--- config.mk ---
export PLATFORM = sky130hd
export DESIGN_NAME = instr_sequencer
export DESIGN_NICKNAME = d
export VERILOG_FILES = /design/src/rtl/instr_sequencer.sv
export SDC_FILE = /design/constraint.sdc
export NUM_CORES = 1
export LEC_CHECK = 0
export ABC_AREA = 1
export CORE_MARGIN = 2
export CORE_UTILIZATION = 60
export CTS_BUF_LIST = sky130_fd_sc_hd__clkbuf_8
export CTS_CLUSTER_SIZE = 28
export DETAILED_ROUTE_END_ITERATION = 8
export GPL_TIMING_DRIVEN = 0
export PLACE_DENSITY = 0.78
export SYNTH_ARGS = -nofsm -noshare
export SYNTH_HDL_FRONTEND = slang
export SYNTH_SLANG_ARGS = --single-unit
--- constraint.sdc ---
create_clock -name clk -period 1.9 [get_ports clk]
set_input_delay 0.475 -clock clk [delete_from_list [all_inputs] [get_ports clk]]
set_output_delay 0.475 -clock clk [all_outputs]
set_load 0.02 [all_outputs]
--- src/rtl/instr_sequencer.sv ---
// instr_sequencer
// ---------------
// Issues instruction words from a small program buffer to a vector CPU over
// a valid/ready handshake. A run is started from IDLE with a start index and
// a length; words are issued back-to-back (one per cycle while the consumer
// is ready), the buffer index wraps modulo 32, and a one-cycle done pulse
// marks the end of the run. A stop request ends the run after the word that
// is currently offered has been accepted.
//
// Optional feature: define INSTR_SEQ_LOOP_EN to make a run that exhausts its
// length restart from the captured start index and length, so that only a
// stop request ends it. Without the macro every run is single-pass.
//
// Ports
//   clk          : single clock, all state changes on the rising edge
//   rst_n        : synchronous active-low reset
//   prog_we      : program buffer write strobe (ignored while busy)
//   prog_addr    : program buffer write index
//   prog_data    : instruction word to store
//   start        : begin a run (sampled in IDLE only)
//   start_pc     : first buffer index to issue
//   len          : number of words to issue (0..32)
//   stop         : end the run after the current/next handshake
//   instruction  : registered word to the consumer (zero when not valid)
//   instr_valid  : instruction holds a word to execute
//   instr_ready  : consumer accepts instruction this cycle
//   pc           : buffer index of the word currently on instruction
//   busy         : high while running
//   done         : one-cycle pulse at the end of a run

module instr_sequencer #(
  parameter int IW    = 9,
  parameter int DEPTH = 32
) (
  input  logic          clk,
  input  logic          rst_n,
  input  logic          prog_we,
  input  logic [4:0]    prog_addr,
  input  logic [IW-1:0] prog_data,
  input  logic          start,
  input  logic [4:0]    start_pc,
  input  logic [5:0]    len,
  input  logic          stop,
  output logic [IW-1:0] instruction,
  output logic          instr_valid,
  input  logic          instr_ready,
  output logic [4:0]    pc,
  output logic          busy,
  output logic          done
);

  localparam int AW = 5;

  typedef enum logic [1:0] {
    IDLE = 2'd0,
    RUN  = 2'd1,
    DONE = 2'd2
  } state_t;

  logic [IW-1:0] prog_mem [DEPTH];

  state_t        state_q,     state_d;
  logic [IW-1:0] instr_q,     instr_d;
  logic          vld_q,       vld_d;
  logic [AW-1:0] pc_q,        pc_d;
  logic [5:0]    remaining_q, remaining_d;
  logic          stop_flag_q, stop_flag_d;
  logic          busy_q,      busy_d;
  logic          done_q,      done_d;
`ifdef INSTR_SEQ_LOOP_EN
  logic [AW-1:0] start_pc_q,  start_pc_d;
  logic [5:0]    len_q,       len_d;
`endif

  logic          handshake;
  logic [AW-1:0] pc_inc;

  assign handshake = vld_q & instr_ready;
  // Natural AW-bit overflow gives the 31 -> 0 wrap.
  assign pc_inc    = pc_q + 5'd1;

  // Program buffer: no reset, so a program survives a reset of the sequencer.
  always_ff @(posedge clk) begin
    if (prog_we && !busy_q) begin
      prog_mem[prog_addr] <= prog_data;
    end
  end

  always_comb begin
    state_d     = state_q;
    instr_d     = instr_q;
    vld_d       = vld_q;
    pc_d        = pc_q;
    remaining_d = remaining_q;
    stop_flag_d = stop_flag_q;
`ifdef INSTR_SEQ_LOOP_EN
    start_pc_d  = start_pc_q;
    len_d       = len_q;
`endif

    unique case (state_q)
      IDLE: begin
        stop_flag_d = 1'b0;
        if (start) begin
`ifdef INSTR_SEQ_LOOP_EN
          start_pc_d = start_pc;
          len_d      = len;
`endif
          if (len != 6'd0) begin
            state_d     = RUN;
            instr_d     = prog_mem[start_pc];
            pc_d        = start_pc;
            vld_d       = 1'b1;
            remaining_d = len;
          end else begin
            state_d = DONE;
          end
        end
      end

      RUN: begin
        if (handshake) begin
          // A stop raised this cycle counts the same as one remembered earlier.
          if (stop_flag_q || stop) begin
            state_d     = DONE;
            vld_d       = 1'b0;
            instr_d     = '0;
            remaining_d = 6'd0;
            stop_flag_d = 1'b0;
          end else if (remaining_q > 6'd1) begin
            pc_d        = pc_inc;
            instr_d     = prog_mem[pc_inc];
            remaining_d = remaining_q - 6'd1;
          end else begin
`ifdef INSTR_SEQ_LOOP_EN
            pc_d        = start_pc_q;
            instr_d     = prog_mem[start_pc_q];
            remaining_d = len_q;
`else
            state_d     = DONE;
            vld_d       = 1'b0;
            instr_d     = '0;
            remaining_d = 6'd0;
`endif
          end
        end else if (stop) begin
          stop_flag_d = 1'b1;
        end
      end

      DONE: begin
        state_d     = IDLE;
        stop_flag_d = 1'b0;
      end

      default: begin
        state_d = IDLE;
        vld_d   = 1'b0;
        instr_d = '0;
      end
    endcase

    busy_d = (state_d == RUN);
    done_d = (state_d == DONE);
  end

  always_ff @(posedge clk) begin
    if (!rst_n) begin
      state_q     <= IDLE;
      instr_q     <= '0;
      vld_q       <= 1'b0;
      pc_q        <= '0;
      remaining_q <= '0;
      stop_flag_q <= 1'b0;
      busy_q      <= 1'b0;
      done_q      <= 1'b0;
`ifdef INSTR_SEQ_LOOP_EN
      start_pc_q  <= '0;
      len_q       <= '0;
`endif
    end else begin
      state_q     <= state_d;
      instr_q     <= instr_d;
      vld_q       <= vld_d;
      pc_q        <= pc_d;
      remaining_q <= remaining_d;
      stop_flag_q <= stop_flag_d;
      busy_q      <= busy_d;
      done_q      <= done_d;
`ifdef INSTR_SEQ_LOOP_EN
      start_pc_q  <= start_pc_d;
      len_q       <= len_d;
`endif
    end
  end

  assign instruction = instr_q;
  assign instr_valid = vld_q;
  assign pc          = pc_q;
  assign busy        = busy_q;
  assign done        = done_q;

endmodule

==> run_results.csv, run 1 <==
group,metric,value,unit
outcome,status,"finished with violations",
outcome,violations,"setup timing",
pwr,switching_share,41.7,%
critical_path,start_kind,"register",
finish,layout-area-overhead-vs-synth,19.4,%
yosys,synth_area_leader_cell,"edfxtp_1",
finish,layout_common_cells,"nand2_1 (769), nand3_1 (391), edfxtp_1 (288)",
yosys,synth.area.top_cells,"edfxtp_1 (53%), nand2_1 (18%), nand3_1 (14%), dfxtp_1 (3.2%), inv_1 (3.1%)",
yosys,yosys_register_bits,314,
floorplan,floorplan.initialDensity,60.8,%
grt,use_met1,56.7,%
placement,dp_hpwl,42600,um
floorplan,die_area,0.0285,sq mm
min_path,hp-start,"instruction[7]",
critical_path,worstPathCellList,"buf_6 -> buf_8 -> buf_4 -> o211ai_1 -> nand3_1 -> nand3_1 -> nand3_1 -> nand3_1 -> nand2_2 -> nand2_1 -> a21oi_1",
drt,drc,0,
min_path,hold_path_class,"register to register",
drt,drt_iter0_drc,2750,
critical_path,worstSetupEndpointType,"register",
timing,worst_pin_slew,1.47,ns
pwr,p_comb_share,44.9,%
placement,place.gp.congestion,1.05,
finish,diodes,0,
clocking,cts_tree,"built",
critical_path,crit_path_frequent_cell,"nand3_1",
pwr,p_leak,8.15,nW
floorplan,core,0.0268,sq mm
floorplan,io_pins,48,
timing,grt_setup_unrepaired,"yes",
yosys,yosysTopAreaCellShare,53.0,%
grt,antenna_found_initial,2,
pwr,clkPwrFrac,23.1,%
timing,relSlewSlack,1.85,%
run,drv_cap,0,
clocking,clock_sinks,314,
placement,place_area,0.0171,sq mm
timing,finalSetupViolCount,9,
drt,vias,15785,
drt,via_per_inst,6.40,
finish,final_core_util,72.6,%
grt,grt_max_degree,33,
timing,totalNegativeSetupSlack,-0.233,ns
timing,setup_ws,-0.0570,ns
grt,grt_first_pass_wirelength,89300,um
critical_path,worstSetupPathType,"register to register",
yosys,syn_area,0.0163,sq mm
floorplan,fp.dieH,169,um
finish,postLayoutCellArea,0.0195,sq mm
timing,max_freq,511,MHz
critical_path,cp-startpoint,"pc[0]",
floorplan,dieWidth,169,um
yosys,synth_edf_count,288,
critical_path,required,2.37,ns
timing,fin_skew,0.0249,ns
yosys,yosys_warnings,0,
clocking,cts_max_path_buffers,3,
pwr,vdd_drop_max,0.000845,V
yosys,syn_nets,1997,
clocking,clock_latency,0.62,ns
yosys,seq_area_frac_synth,56.2,%
pwr,switchingPower,10.4,mW
clocking,cts.clk_slew.worst_paths,0.06,ns
finish,final_common_cell,"nand2_1",
critical_path,crit_fanout,10,
floorplan,fp-row-count,60,
timing,hold_violations,0,
placement,port_buffers,44,
grt,grtUsageMet2,65.2,%
grt,use_met3,13.9,%
finish,drive_gt1_share,15.0,%
clocking,htreeDepth,2,
clocking,cts_root_buf,"clkbuf_8",
yosys,synth_cell_types,26,
critical_path,timing.rr.start,"pc[0]",
finish,fill_cells,2084,
drt,drtPass1Iterations,7,
critical_path,worstPathArrival,2.42,ns
clocking,ctsHoldBuffers,0,
grt,grt-busiest-layer,"met2",
critical_path,critPathMaxStageDelay,0.37,ns
drt,ant_nets,0,
drt,routedWlPerCell,25.2,um
yosys,ys.flop_type,"edfxtp_1",
grt,globalRouteOverflowTotal,0,
clocking,cts_inserted_buffers,52,
timing,fin_crit,1.96,ns
drt,totalWireLength,62300,um
grt,first_global_vias,14564,
pwr,p_per_area,1280,mW/mm^2
yosys,avgSynthCellArea,8.31,sq um
critical_path,cp_slowest_cell,"dfxtp_4",
timing,fin_crit_sh,103,%
yosys,async_flop_share,0,%
grt,grt_use_total,43.2,%
yosys,synthCells,1963,
pwr,p_int,14.5,mW
pwr,seqPwrFrac,32.0,%
timing,finalMaxSlewViolations,0,
finish,fin_nets,2116,
layout make-up:
class	count	area (sq um)	share of cell area, %
clock buffers	56	771	3.96
well taps	341	427	2.19
plain buffers	120	982	5.05
inverters	144	552	2.83
flip-flops and latches	314	9180	47.2
repair buffers	66	661	3.39
clock inverters	41	211	1.09
multi-input cells	1384	6680	34.3
kinds of logic after synthesis:
kind of cell / share of synthesized area [%]
xor+xnor: 0.468
simple gates: 33.3
buf+inv: 6.83
fa+ha+maj: 0.230
compound gates: 2.96
flops: 56.2
registers in the layout, indices dropped and copies added, names as in the netlist:
register,flops
prog_mem,288
pc,5
instr_valid,1
done,1
busy,1
instruction,9
stop_flag_q,1
remaining_q,6
state_q,2
synthesized netlist by cell type (all sizes together) (5+ instances only):
cell type,number
a21oi,14
a31oi,8
buf,66
clkbuf,55
clkinv,5
dfxtp,26
edfxtp,288
inv,139
nand2,778
nand3,441
nor2,70
o211ai,29
o21ai,29
xor2,5
through the flow:
step           worst slack [ns]  hold slack, ns  power (mW)  instances
2_1_floorplan            0.0610           0.465        13.2       1963
3_3_place_gp              -1.35           0.458        16.4       2348
3_5_place_dp              -1.35           0.457        16.5       2348
4_1_cts                -0.00374           0.464        23.4       2459
5_1_grt                 -0.0955           0.486        25.5       2466
6_report                -0.0570           0.464        24.9       2466
what timing repair did:
action                                  4_1_cts  5_1_grt
gates resized for setup                     242       97
cloned                                        0        2
endpoints found under the hold margin         0        0
endpoints found under the setup margin      319       18
pin swaps                                    13       26
setup buffers                                15        5
final timing paths:
path | endpoint | slack (ns) | depth (start not counted)
worst max register to register | instruction[7] | -0.06 | 11
worst min-delay path | instruction[7] | 0.46 | 2
worst min register to register | instruction[7] | 0.46 | 2
worst max-delay path | instruction[7] | -0.06 | 11
per-layer routing:
metal / wire, um / part of all wire [%] / vias to the layer above
li1: - / - / 6789
met3: 9890 / 16 / 291
met1: 21800 / 35 / 7275
met2: 27100 / 43 / 1428
met5: 13 / 0.021 / -
met4: 3540 / 5.7 / 2
power by group through the flow:
| stage | Combinational, mW | Sequential (mW) | Clock [mW] |
|---|---|---|---|
| after global placement | 8.36 | 8.06 | 0 |
| final | 11.2 | 7.96 | 5.75 |
| after CTS | 9.71 | 7.96 | 5.72 |
| after floorplan | 5.02 | 8.15 | 0 |
| after detailed placement | 8.42 | 8.06 | 0 |
| after global routing | 11.5 | 7.98 | 6.00 |
worst max-delay path, delay by kind of cell, from the launching register on:
family / cells / cell delay, ns
buffers and inverters: 3 / 0.52
DFF: 1 / 0.37
and+or+nand+nor: 6 / 0.62
AOI/OAI and AO/OA: 2 / 0.32
Power figures use the tool's default switching activity.
==> run 2, diff against run 1 <==
--- a/config.mk
+++ b/config.mk
@@ -6,13 +6,16 @@
 export NUM_CORES = 1
 export LEC_CHECK = 0
 export ABC_AREA = 1
+export CELL_PAD_IN_SITES_DETAIL_PLACEMENT = 0
+export CELL_PAD_IN_SITES_GLOBAL_PLACEMENT = 2
 export CORE_MARGIN = 2
-export CORE_UTILIZATION = 60
+export CORE_UTILIZATION = 40
 export CTS_BUF_LIST = sky130_fd_sc_hd__clkbuf_8
 export CTS_CLUSTER_SIZE = 28
 export DETAILED_ROUTE_END_ITERATION = 8
 export GPL_TIMING_DRIVEN = 0
-export PLACE_DENSITY = 0.78
+export HOLD_SLACK_MARGIN = 0.06
+export PLACE_DENSITY_LB_ADDON = 0.1
 export SYNTH_ARGS = -nofsm -noshare
 export SYNTH_HDL_FRONTEND = slang
 export SYNTH_SLANG_ARGS = --single-unit
==> constraint.sdc (replaced) <==
create_clock -name clk -period 2.2 [get_ports clk]
set_input_delay 0.55 -clock clk [delete_from_list [all_inputs] [get_ports clk]]
set_output_delay 0.55 -clock clk [all_outputs]
set_load 0.02 [all_outputs]
==> run 2 against run 1 <==
Against the previous run:
- setup slack lost 0.0037 ns
- clock-buffer cell count grew 7
- the run still ends with setup timing left
- flip-flop and latch count is the same
- critical path type is now primary input to register
- routed wire length grew 9.6%
- final cell count grew 7.0%
- sequential share of layout area grew 0.81 points
- first-iteration DRC count shrank 26%
==> run_results.csv, run 2 (synthesis results as in run 1) <==
group,metric,value,unit
drt,vias,14677,
finish,ff_latch_area,0.00917,sq mm
timing,grt_setup_unrepaired,"yes",
critical_path,crit_path_frequent_cell,"nor2_2",
drt,drtPass1Iterations,6,
drt,via_per_inst,5.56,
grt,first_global_vias,13830,
clocking,htreeDepth,2,
grt,antenna_found_initial,0,
drt,drt_iter0_drc,2044,
clocking,ctsHoldBuffers,0,
timing,setup_ws,-0.0607,ns
finish,fill_cells,3959,
critical_path,required,2.48,ns
timing,finalSetupViolCount,38,
critical_path,cp_slowest_cell,"nor2_2",
drt,drc,0,
finish,final_core_util,47.8,%
clocking,cts_root_buf,"clkbuf_8",
placement,place.gp.congestion,0.970,
finish,diodes,0,
critical_path,crit_buf_inv,2,
floorplan,die_area,0.0424,sq mm
drt,routedWlPerCell,25.9,um
finish,layout-area-overhead-vs-synth,17.3,%
pwr,p_leak,7.98,nW
finish,largest_reg_flops,288,
placement,pre_cts_ws,-1.33,ns
clocking,clock_latency,0.66,ns
grt,grt_use_total,32.6,%
grt,globalRouteOverflowTotal,0,
pwr,p_int,12.2,mW
pwr,p_per_area,1100,mW/mm^2
clocking,cts_max_path_buffers,3,
floorplan,core,0.0400,sq mm
floorplan,fp-row-count,73,
outcome,status,"finished with violations",
timing,relSlewSlack,32.1,%
pwr,seqPwrFrac,32.6,%
min_path,hold_path_class,"register to register",
clocking,clock_sinks,314,
timing,finalMaxSlewViolations,0,
timing,fin_crit,2.26,ns
timing,totalNegativeSetupSlack,-1.47,ns
drt,totalWireLength,68200,um
finish,drive_gt1_share,11.8,%
placement,dp_hpwl,46900,um
clocking,cts_inserted_buffers,57,
timing,max_freq,442,MHz
drt,ant_nets,0,
clocking,cts_tree,"built",
finish,layout_common_cells,"nand2_1 (777), nand3_1 (427), edfxtp_1 (288)",
finish,final_common_cell,"nand2_1",
floorplan,io_pins,48,
critical_path,start_kind,"primary input",
critical_path,critPathMaxStageDelay,0.57,ns
placement,port_buffers,44,
pwr,clkPwrFrac,25.7,%
finish,largest_register,"prog_mem",
finish,fin_nets,2106,
pwr,switching_share,41.9,%
pwr,vdd_drop_max,0.000577,V
grt,grt_max_degree,33,
critical_path,worstPathArrival,2.54,ns
pwr,p_comb_share,41.7,%
critical_path,worstPathCellList,"clkdlybuf4s50_1 -> inv_1 -> nor2_2 -> nand3_4 -> nor2_2",
timing,hold_violations,0,
floorplan,fp.dieH,206,um
run,drv_cap,0,
pwr,switchingPower,8.82,mW
pwr,power,21.0,mW
outcome,violations,"setup timing",
floorplan,floorplan.initialDensity,40.8,%
critical_path,crit_fanout,9,
clocking,cts.clk_slew.worst_paths,0.06,ns
critical_path,worstSetupEndpointType,"register",
floorplan,dieWidth,206,um
finish,multiInputGateArea,0.00639,sq mm
timing,worst_pin_slew,1.02,ns
critical_path,crit_family,"simple AND/OR/NAND/NOR gates",
timing,fin_skew,0.0262,ns
grt,grt_first_pass_wirelength,96100,um
timing,fin_crit_sh,103,%
critical_path,worstSetupPathType,"primary input to register",
==> run 2: cell types whose count changed in the layout (fill, tap and decap cells not counted), moves of 9 or more <==
cell / change
buf_2: +10
nand3_1: +36
inv_1: +11
buf_4: -12
dlygate4sd2_1: -9
nand3_2: -32
==> run 2: repair_timing <==
action / in CTS / in global routing
resized for setup: 141 / 74
pin swaps: 2 / 4
buffers inserted: 5 / 2
endpoints found under the setup margin: 304 / 103
==> run 2: final cells by class <==
| cell class | count | share of cell area (%) |
|---|---|---|
| plain buffers | 120 | 4.01 |
| clock inverters | 38 | 1.09 |
| inverters | 144 | 2.93 |
| clock buffers | 63 | 4.54 |
| well taps | 525 | 3.44 |
| flip-flops and latches | 314 | 48.0 |
| multi-input cells | 1384 | 33.4 |
| repair buffers | 51 | 2.59 |
==> run 2: path summary, 6_finish.rpt <==
kind,cells past startpoint,from,slack [ns],end
worst min register to register,2,instruction[4],0.46,instruction[4]
worst max-delay path,5,prog_we,-0.06,prog_mem[20][5]
worst min-delay path,2,instruction[4],0.46,instruction[4]
worst max register to register,3,busy,0.01,prog_mem[20][5]
==> run 2: worst min-delay path, cell delays in order, from the launching register on <==
cell and delay [ns]:
dfxtp_1 0.31, nand2_1 0.06, a21oi_1 0.05
==> run 2: metrics by stage <==
step / hold WS, ns / cell area, sq um / std cells
global placement: 0.455 / 17400 / 2532
detailed placement: 0.458 / 17400 / 2532
global route: 0.491 / 19100 / 2639
floorplan: 0.465 / 16300 / 1963
finish: 0.463 / 19100 / 2639
CTS: 0.461 / 18900 / 2637
==> run 2: power groups by stage <==
stage | registers [mW] | clock network (mW) | logic, mW
after global placement | 6.97 | 0 | 7.77
after detailed placement | 6.97 | 0 | 7.75
final | 6.86 | 5.40 | 8.77
after floorplan | 7.04 | 0 | 4.33
after CTS | 6.86 | 5.46 | 8.27
after global routing | 6.89 | 5.71 | 9.21
==> run 2: metal layers <==
layer	up-vias	wire (um)	global-route usage (%)
met5	-	0	0
met4	0	2970	13.7
met3	155	6890	6.53
met2	814	29200	48.8
met1	6933	29100	46.1
li1	6775	-	-
